<file path="src/rtl/arm_pkg.sv">
// Shared types and decode constants for the ARM-class fetch/execute sequencer.
package arm_pkg;

    localparam int unsigned INST_W = 16;

    typedef enum logic [1:0] {
        ST_FETCH = 2'd0,
        ST_LOAD  = 2'd1,
        ST_EXEC1 = 2'd2
    } state_t;

    localparam logic [1:0]        OPC_ARM  = 2'b11;
    localparam logic [1:0]        OPC_JMP  = 2'b10;
    localparam logic [INST_W-1:0] INST_HLT = 16'h0000;

    function automatic logic is_jmp(input logic [INST_W-1:0] inst);
        return inst[INST_W-1 -: 2] == OPC_JMP;
    endfunction

endpackage

</file>
<file path="src/rtl/arm_sequencer_if.sv">
// Sequencer-facing bundle: program memory port, ALU handshake and trace outputs.
interface arm_sequencer_if #(
    parameter int unsigned PC_WIDTH = 12
) ();
    logic                run;
    logic                pmem_en;
    logic [PC_WIDTH-1:0] pmem_addr;
    logic [15:0]         pmem_rdata;
    logic [15:0]         inst;
    logic                exec1;
    logic                skip_status;
    logic                cy_status;
    logic                skip_in;
    logic                skip_en_in;
    logic                cy_in;
    logic                cy_en_in;
    logic [PC_WIDTH-1:0] pc;
    logic                halted;

    modport master (
        input  run, pmem_rdata, skip_in, skip_en_in, cy_in, cy_en_in,
        output pmem_en, pmem_addr, inst, exec1, skip_status, cy_status, pc, halted
    );

    modport slave (
        output run, pmem_rdata, skip_in, skip_en_in, cy_in, cy_en_in,
        input  pmem_en, pmem_addr, inst, exec1, skip_status, cy_status, pc, halted
    );
endinterface

</file>
<file path="src/rtl/arm_status_regs.sv">
// Skip and carry status flops; skip self-clears when it squashes an instruction.
module arm_status_regs (
    input  logic clk,
    input  logic reset,
    input  logic i_exec,
    input  logic i_squash,
    input  logic i_skip,
    input  logic i_skip_en,
    input  logic i_cy,
    input  logic i_cy_en,
    output logic o_skip,
    output logic o_cy
);
    logic r_skip;
    logic r_cy;

    always_ff @(posedge clk or posedge reset) begin
        if (reset) begin
            r_skip <= 1'b0;
            r_cy   <= 1'b0;
        end else begin
            if (i_squash)
                r_skip <= 1'b0;
            else if (i_exec && i_skip_en)
                r_skip <= i_skip;
            if (i_exec && i_cy_en)
                r_cy <= i_cy;
        end
    end

    assign o_skip = r_skip;
    assign o_cy   = r_cy;
endmodule

</file>
<file path="src/rtl/arm_sequencer.sv">
// Three-cycle fetch/load/execute sequencer owning PC, IR and halt for the ALU stage.
module arm_sequencer #(
    parameter int unsigned PC_WIDTH = 12,
    parameter int unsigned RESET_PC = 0
) (
    input  logic           clk,
    input  logic           reset,
    arm_sequencer_if.master bus
);
    import arm_pkg::*;

    state_t              r_state;
    state_t              w_state_nxt;
    logic [PC_WIDTH-1:0] r_pc;
    logic [PC_WIDTH-1:0] w_pc_nxt;
    logic [INST_W-1:0]   r_ir;
    logic [INST_W-1:0]   w_ir_nxt;
    logic                r_halted;
    logic                w_halted_nxt;
    logic                w_pmem_en;
    logic                w_skip;
    logic                w_cy;
    logic                w_in_exec;
    logic                w_exec1;
    logic                w_squash;

    assign w_in_exec = (r_state == ST_EXEC1);
    assign w_exec1   = w_in_exec & ~w_skip;
    assign w_squash  = w_in_exec & w_skip;

    always_ff @(posedge clk or posedge reset) begin
        if (reset) begin
            r_state  <= ST_FETCH;
            r_pc     <= PC_WIDTH'(RESET_PC);
            r_ir     <= '0;
            r_halted <= 1'b0;
        end else begin
            r_state  <= w_state_nxt;
            r_pc     <= w_pc_nxt;
            r_ir     <= w_ir_nxt;
            r_halted <= w_halted_nxt;
        end
    end

    // Jump target written in EXEC1 overrides the increment applied in LOAD.
    always_comb begin
        w_state_nxt  = r_state;
        w_pc_nxt     = r_pc;
        w_ir_nxt     = r_ir;
        w_halted_nxt = r_halted;
        w_pmem_en    = 1'b0;
        case (r_state)
            ST_FETCH: begin
                if (bus.run && !r_halted) begin
                    w_pmem_en   = 1'b1;
                    w_state_nxt = ST_LOAD;
                end
            end
            ST_LOAD: begin
                w_ir_nxt    = bus.pmem_rdata;
                w_pc_nxt    = r_pc + PC_WIDTH'(1);
                w_state_nxt = ST_EXEC1;
            end
            ST_EXEC1: begin
                w_state_nxt = ST_FETCH;
                if (w_exec1) begin
                    if (r_ir == INST_HLT)
                        w_halted_nxt = 1'b1;
                    else if (is_jmp(r_ir))
                        w_pc_nxt = r_ir[PC_WIDTH-1:0];
                end
            end
            default: w_state_nxt = ST_FETCH;
        endcase
    end

    arm_status_regs u_status (
        .clk       (clk),
        .reset     (reset),
        .i_exec    (w_exec1),
        .i_squash  (w_squash),
        .i_skip    (bus.skip_in),
        .i_skip_en (bus.skip_en_in),
        .i_cy      (bus.cy_in),
        .i_cy_en   (bus.cy_en_in),
        .o_skip    (w_skip),
        .o_cy      (w_cy)
    );

    // Read enable is masked by reset so nothing is fetched while reset is held.
    assign bus.pmem_en     = w_pmem_en & ~reset;
    assign bus.pmem_addr   = r_pc;
    assign bus.inst        = r_ir;
    assign bus.exec1       = w_exec1;
    assign bus.skip_status = w_skip;
    assign bus.cy_status   = w_cy;
    assign bus.pc          = r_pc;
    assign bus.halted      = r_halted;
endmodule

</file>
<file path="src/flat_wrapper.sv">
// flat-port wrapper written by rule: the top's interface ports become plain ports
module arm_sequencer_flat import arm_pkg::*;
#(
    parameter int unsigned PC_WIDTH = 12,
    parameter int unsigned RESET_PC = 0
)
  (clk, reset, bus_run, bus_pmem_rdata, bus_skip_in, bus_skip_en_in, bus_cy_in, bus_cy_en_in, bus_pmem_en, bus_pmem_addr, bus_inst, bus_exec1, bus_skip_status, bus_cy_status, bus_pc, bus_halted);
  arm_sequencer_if #(.PC_WIDTH(PC_WIDTH)) bus_i ();
  input  logic clk;
  input  logic reset;
  input wire logic [$bits(bus_i.run)-1:0] bus_run;
  input wire logic [$bits(bus_i.pmem_rdata)-1:0] bus_pmem_rdata;
  input wire logic [$bits(bus_i.skip_in)-1:0] bus_skip_in;
  input wire logic [$bits(bus_i.skip_en_in)-1:0] bus_skip_en_in;
  input wire logic [$bits(bus_i.cy_in)-1:0] bus_cy_in;
  input wire logic [$bits(bus_i.cy_en_in)-1:0] bus_cy_en_in;
  output wire logic [$bits(bus_i.pmem_en)-1:0] bus_pmem_en;
  output wire logic [$bits(bus_i.pmem_addr)-1:0] bus_pmem_addr;
  output wire logic [$bits(bus_i.inst)-1:0] bus_inst;
  output wire logic [$bits(bus_i.exec1)-1:0] bus_exec1;
  output wire logic [$bits(bus_i.skip_status)-1:0] bus_skip_status;
  output wire logic [$bits(bus_i.cy_status)-1:0] bus_cy_status;
  output wire logic [$bits(bus_i.pc)-1:0] bus_pc;
  output wire logic [$bits(bus_i.halted)-1:0] bus_halted;
  assign bus_i.run = bus_run;
  assign bus_i.pmem_rdata = bus_pmem_rdata;
  assign bus_i.skip_in = bus_skip_in;
  assign bus_i.skip_en_in = bus_skip_en_in;
  assign bus_i.cy_in = bus_cy_in;
  assign bus_i.cy_en_in = bus_cy_en_in;
  assign bus_pmem_en = bus_i.pmem_en;
  assign bus_pmem_addr = bus_i.pmem_addr;
  assign bus_inst = bus_i.inst;
  assign bus_exec1 = bus_i.exec1;
  assign bus_skip_status = bus_i.skip_status;
  assign bus_cy_status = bus_i.cy_status;
  assign bus_pc = bus_i.pc;
  assign bus_halted = bus_i.halted;
  arm_sequencer #(.PC_WIDTH(PC_WIDTH), .RESET_PC(RESET_PC)) u_core (.clk(clk), .reset(reset), .bus(bus_i));
endmodule
</file>
<file path="config.mk">
export PLATFORM = sky130hd
export DESIGN_NAME = arm_sequencer_flat
export DESIGN_NICKNAME = d
export VERILOG_FILES = /design/src/rtl/arm_pkg.sv /design/src/rtl/arm_sequencer_if.sv /design/src/rtl/arm_status_regs.sv /design/src/rtl/arm_sequencer.sv /design/src/flat_wrapper.sv
export SDC_FILE = /design/constraint.sdc
export NUM_CORES = 1
export LEC_CHECK = 0
export BUFFER_PORTS_ARGS = -buffer_cell sky130_fd_sc_hd__buf_2
export CAP_MARGIN = 10
export CORE_MARGIN = 2
export CORE_UTILIZATION = 35
export CTS_CLUSTER_SIZE = 30
export DETAILED_ROUTE_END_ITERATION = 7
export GPL_TIMING_DRIVEN = 0
export PLACE_DENSITY_LB_ADDON = 0.05
export SYNTH_ARGS = -nofsm -noshare
export SYNTH_HDL_FRONTEND = slang
export SYNTH_SLANG_ARGS = --single-unit
</file>
<file path="constraint.sdc">
create_clock -name clk -period 4.6 [get_ports clk]
set_input_delay 0.46 -clock clk [delete_from_list [all_inputs] [get_ports clk]]
set_output_delay 0.46 -clock clk [all_outputs]
set_load 0.05 [all_outputs]
</file>
==> run metrics <==
result of the run complete, no violations; drt pass-1 iters 4; endpoints failing hold 0; pins over their slew limit 0; final core occ roughly half; critical path launch point u_core.r_state[0]$_DFFE_PP0P_; count of nets left with antenna violations after detail routing 0; Die Outline Area 5510 um^2; switching power of the nets 1.10 mW; setup bufs post-CTS 0; via density per instance between 4 and 5; relative contribution of sequential cells to total power 28.4%; maximum fanout encountered on the critical timing path 7; total wire length after detailed routing between 4 and 5 mm; highest achievable clock rate 0.496 GHz; power density over the cells 868 nW/um^2; worst stage delay on the critical path 0.49 ns; worst rel slew slack 63.2%; placer's final routability congestion estimate 0.718; Nets between 200 and 300; violation count after the first detailed-routing iteration 69; number of buffers inserted during clock tree synthesis 5; Clock Latency Late Sink 0.29 ns; global-route wire length before repair 7.36 mm; Worst Hold Class in2async; count of port buffers added during placement 67; Avg Cell Area, Syn 9.08 um^2; clock period minus worst slack between 2 and 2.5 ns; number of antenna violations at the first check in global routing 0; number of warning messages in the yosys log 0; setup slack of the critical path after layout 2.58 ns; share of post-route cells with drive strength above 1 38.7%; CTS H-tree lvls 2; startpoint type of the worst setup path flip-flop; number of different library cells in the post-synthesis netlist 42; Wirelength per Cell 13.5 um; clock network power share approximately 15%; initial core utilization approximately 37%; total via count after detailed routing approximately 1.6k; Worst Path Required 4.14 ns; launching point of the worst reg2reg path u_core.bus.pc[0]$_DFFE_PP0P_; clock tree from TritonCTS built; dpl cell area 2170 um^2; x dimension of the die ~74 um; slew at the pin with the worst max-slew slack roughly 0.55 ns; leakage power of the design 1.20 nW; signed area change from the synthesized netlist to the final layout 32.8%; worst vdd ir 283 uV; ant diodes 0; number of cells on the worst reg-to-reg path 5; cell chosen for the clock root clkbuf_8; DRC violations left 0; clock transition at the register clock pins on the worst setup and hold paths after CTS 0.08 ns; register bit total from synthesis 33; Placement Setup Slack 2.66 ns; crit end category output pin; core box area 4720 um^2; Worst R2R Setup Slack just under 3 ns; syn nets roughly 210; pin count of the biggest net entering global routing 24; # clock sinks 33; finished layout cell area 2290 um^2; remaining global-route overflow 0; Arrival @ worst endpoint approximately 1.6 ns; multi-input combinational cell area 746 um^2; clock skew after layout a little under 0.01 ns; sum of net half-perimeters after detailed placement 3.37 mm; Layout fillers 465; Placement Rows 25; crit path max-delay cell type dfrtp_1; combinational cell fraction of total power 57.0%; worst setup path endpoint bus_pmem_en; buffer depth of the longest clock path 2; list of cells traversed by the critical path nor4b_1 -> and2_1 -> buf_2; via count of the first global-routing pass 1,425; total negative slack 0 ns; Placed Cells 325; unrepaired setup endpoints after global routing false; post-synthesis cell area 1730 um^2; cts-stage hold buffer count 0; max-cap violation count 0; non-filler cells in the finished layout 333; synthesized instance count 190; GRT Total Usage 17.9%; internal power component 0.889 mW; switching power as a share of total power 55.3%; portion of the clock cycle consumed by the worst path in the final layout 43.9%; capture instance of the worst register-to-register path u_core.bus.pc[10]$_DFFE_PP0P_; I/O pins 68; Critical Setup Path Class reg2out; Post-CTS Resized 0; sequential share of the synthesized area between 40% and 50%; Final setup violation count 0; register area 826 um^2; y dimension of the die approximately 74 um
## metal layers
layer | share of wire, % | GRT usage (%)
met1 | 49 | 25.7
met2 | 46 | 26.7
met4 | 1.6 | 5.95
met5 | 0 | 0
met3 | 4.0 | 4.20
## registers in the layout (all words and copies together) (netlist names)
name and flops:
u_core.bus.inst 16, u_core.r_state 2, u_core.bus.pc 12, u_core.u_status.o_cy 1, u_core.bus.halted 1, u_core.u_status.o_skip 1
## synth_stat cells
| library cell | count | share of area (%) |
|---|---|---|
| xnor2_1 | 2 | 1.0 |
| nand2b_1 | 2 | 0.73 |
| nand4_2 | 1 | 0.73 |
| nand2_1 | 59 | 13 |
| and2_1 | 1 | 0.36 |
| o22ai_1 | 1 | 0.36 |
| mux2i_1 | 5 | 2.9 |
| o21ai_2 | 1 | 0.51 |
| nand4_1 | 1 | 0.36 |
| a311oi_1 | 1 | 0.51 |
| a21oi_1 | 11 | 3.2 |
| o21ai_1 | 1 | 0.29 |
| nand3_1 | 9 | 2.6 |
| nor4_4 | 1 | 1.2 |
| o22a_1 | 1 | 0.51 |
| buf_6 | 2 | 1.3 |
| nor2b_1 | 1 | 0.36 |
| nor4b_1 | 1 | 0.51 |
| nor4_2 | 1 | 0.73 |
| buf_4 | 14 | 6.1 |
| nor3_1 | 4 | 1.2 |
| ha_1 | 1 | 0.73 |
| dfrtp_1 | 33 | 48 |
| nand2b_4 | 1 | 0.80 |
| nor2_1 | 6 | 1.3 |
| nor2_2 | 2 | 0.73 |
| a2bb2oi_1 | 1 | 0.51 |
| a31oi_1 | 1 | 0.36 |
| o211ai_1 | 1 | 0.44 |
| o32ai_1 | 1 | 0.51 |
| or3b_4 | 1 | 0.65 |
| o21ai_0 | 4 | 1.2 |
| a211oi_1 | 1 | 0.44 |
| clkbuf_1 | 1 | 0.22 |
| buf_2 | 3 | 0.87 |
| a41o_1 | 1 | 0.58 |
| mux2_1 | 1 | 0.65 |
| and3_1 | 2 | 0.73 |
| nor4_1 | 5 | 1.8 |
| inv_1 | 2 | 0.44 |
| a31o_1 | 1 | 0.51 |
| o21a_1 | 1 | 0.44 |
## cell type report
cell class	count	share of cell area, %
buffer	20	6.39
clock buffer	6	3.60
clock inverter	2	1.64
inverter	2	0.328
multi-input combinational	135	32.5
sequential	33	36.0
tap	67	3.66
timing repair buffer	68	15.8
## cells in the final DEF (no fill, tap or decap), drive strengths merged, types with 2 or more instances in the layout
cell     n
buf     87
nand2   59
dfrtp   33
a21oi   11
nand3    9
nor2     8
clkbuf   7
nor4     7
o21ai    6
mux2i    5
nor3     4
nand2b   3
inv      2
and3     2
xnor2    2
nand4    2
## kinds of logic after synthesis
logic type / synth area share [%]
compound gates: 10.3
xor+xnor: 1.02
fa+ha+maj: 0.725
buf+inv: 8.92
flops: 47.9
mux: 3.55
simple gates: 27.6
## worst min path at each step
stage          slack (ns)                          endpoint  depth (start not counted)                        startpoint
6_report             0.20      u_core.bus.pc[6]$_DFFE_PP0P_                          2                             reset
3_3_place_gp         0.47  u_core.u_status.o_cy$_DFFE_PP0P_                          1  u_core.u_status.o_cy$_DFFE_PP0P_
5_1_grt              0.24      u_core.bus.pc[6]$_DFFE_PP0P_                          2                             reset
2_1_floorplan        0.54     u_core.r_state[0]$_DFFE_PP0P_                          1     u_core.r_state[1]$_DFFE_PP0P_
3_5_place_dp         0.48     u_core.r_state[0]$_DFFE_PP0P_                          1     u_core.bus.halted$_DFFE_PP0P_
4_1_cts              0.23      u_core.bus.pc[6]$_DFFE_PP0P_                          2                             reset
## power by group through the flow
| stage | sequential, mW | clock (mW) | combinational [mW] |
|---|---|---|---|
| after floorplan | 0.912 | 0 | 0.534 |
| after global placement | 0.573 | 0 | 1.13 |
| after detailed placement | 0.572 | 0 | 1.14 |
| after CTS | 0.567 | 0.297 | 1.14 |
| after global routing | 0.587 | 0.311 | 1.21 |
| final | 0.565 | 0.290 | 1.13 |
## critical path, delay by kind of cell (launching register included)
kind	cells	cell delay [ns]
AND/OR/NAND/NOR	2	0.53
buffers and inverters	1	0.25
flip-flops	1	0.49
## through the flow
stage	hold WS, ns	total power [mW]
global route	0.245	2.11
CTS	0.226	2.01
floorplan	0.537	1.45
detailed placement	0.475	1.71
global placement	0.473	1.71
finish	0.203	1.99
Power figures use the tool's default switching activity.
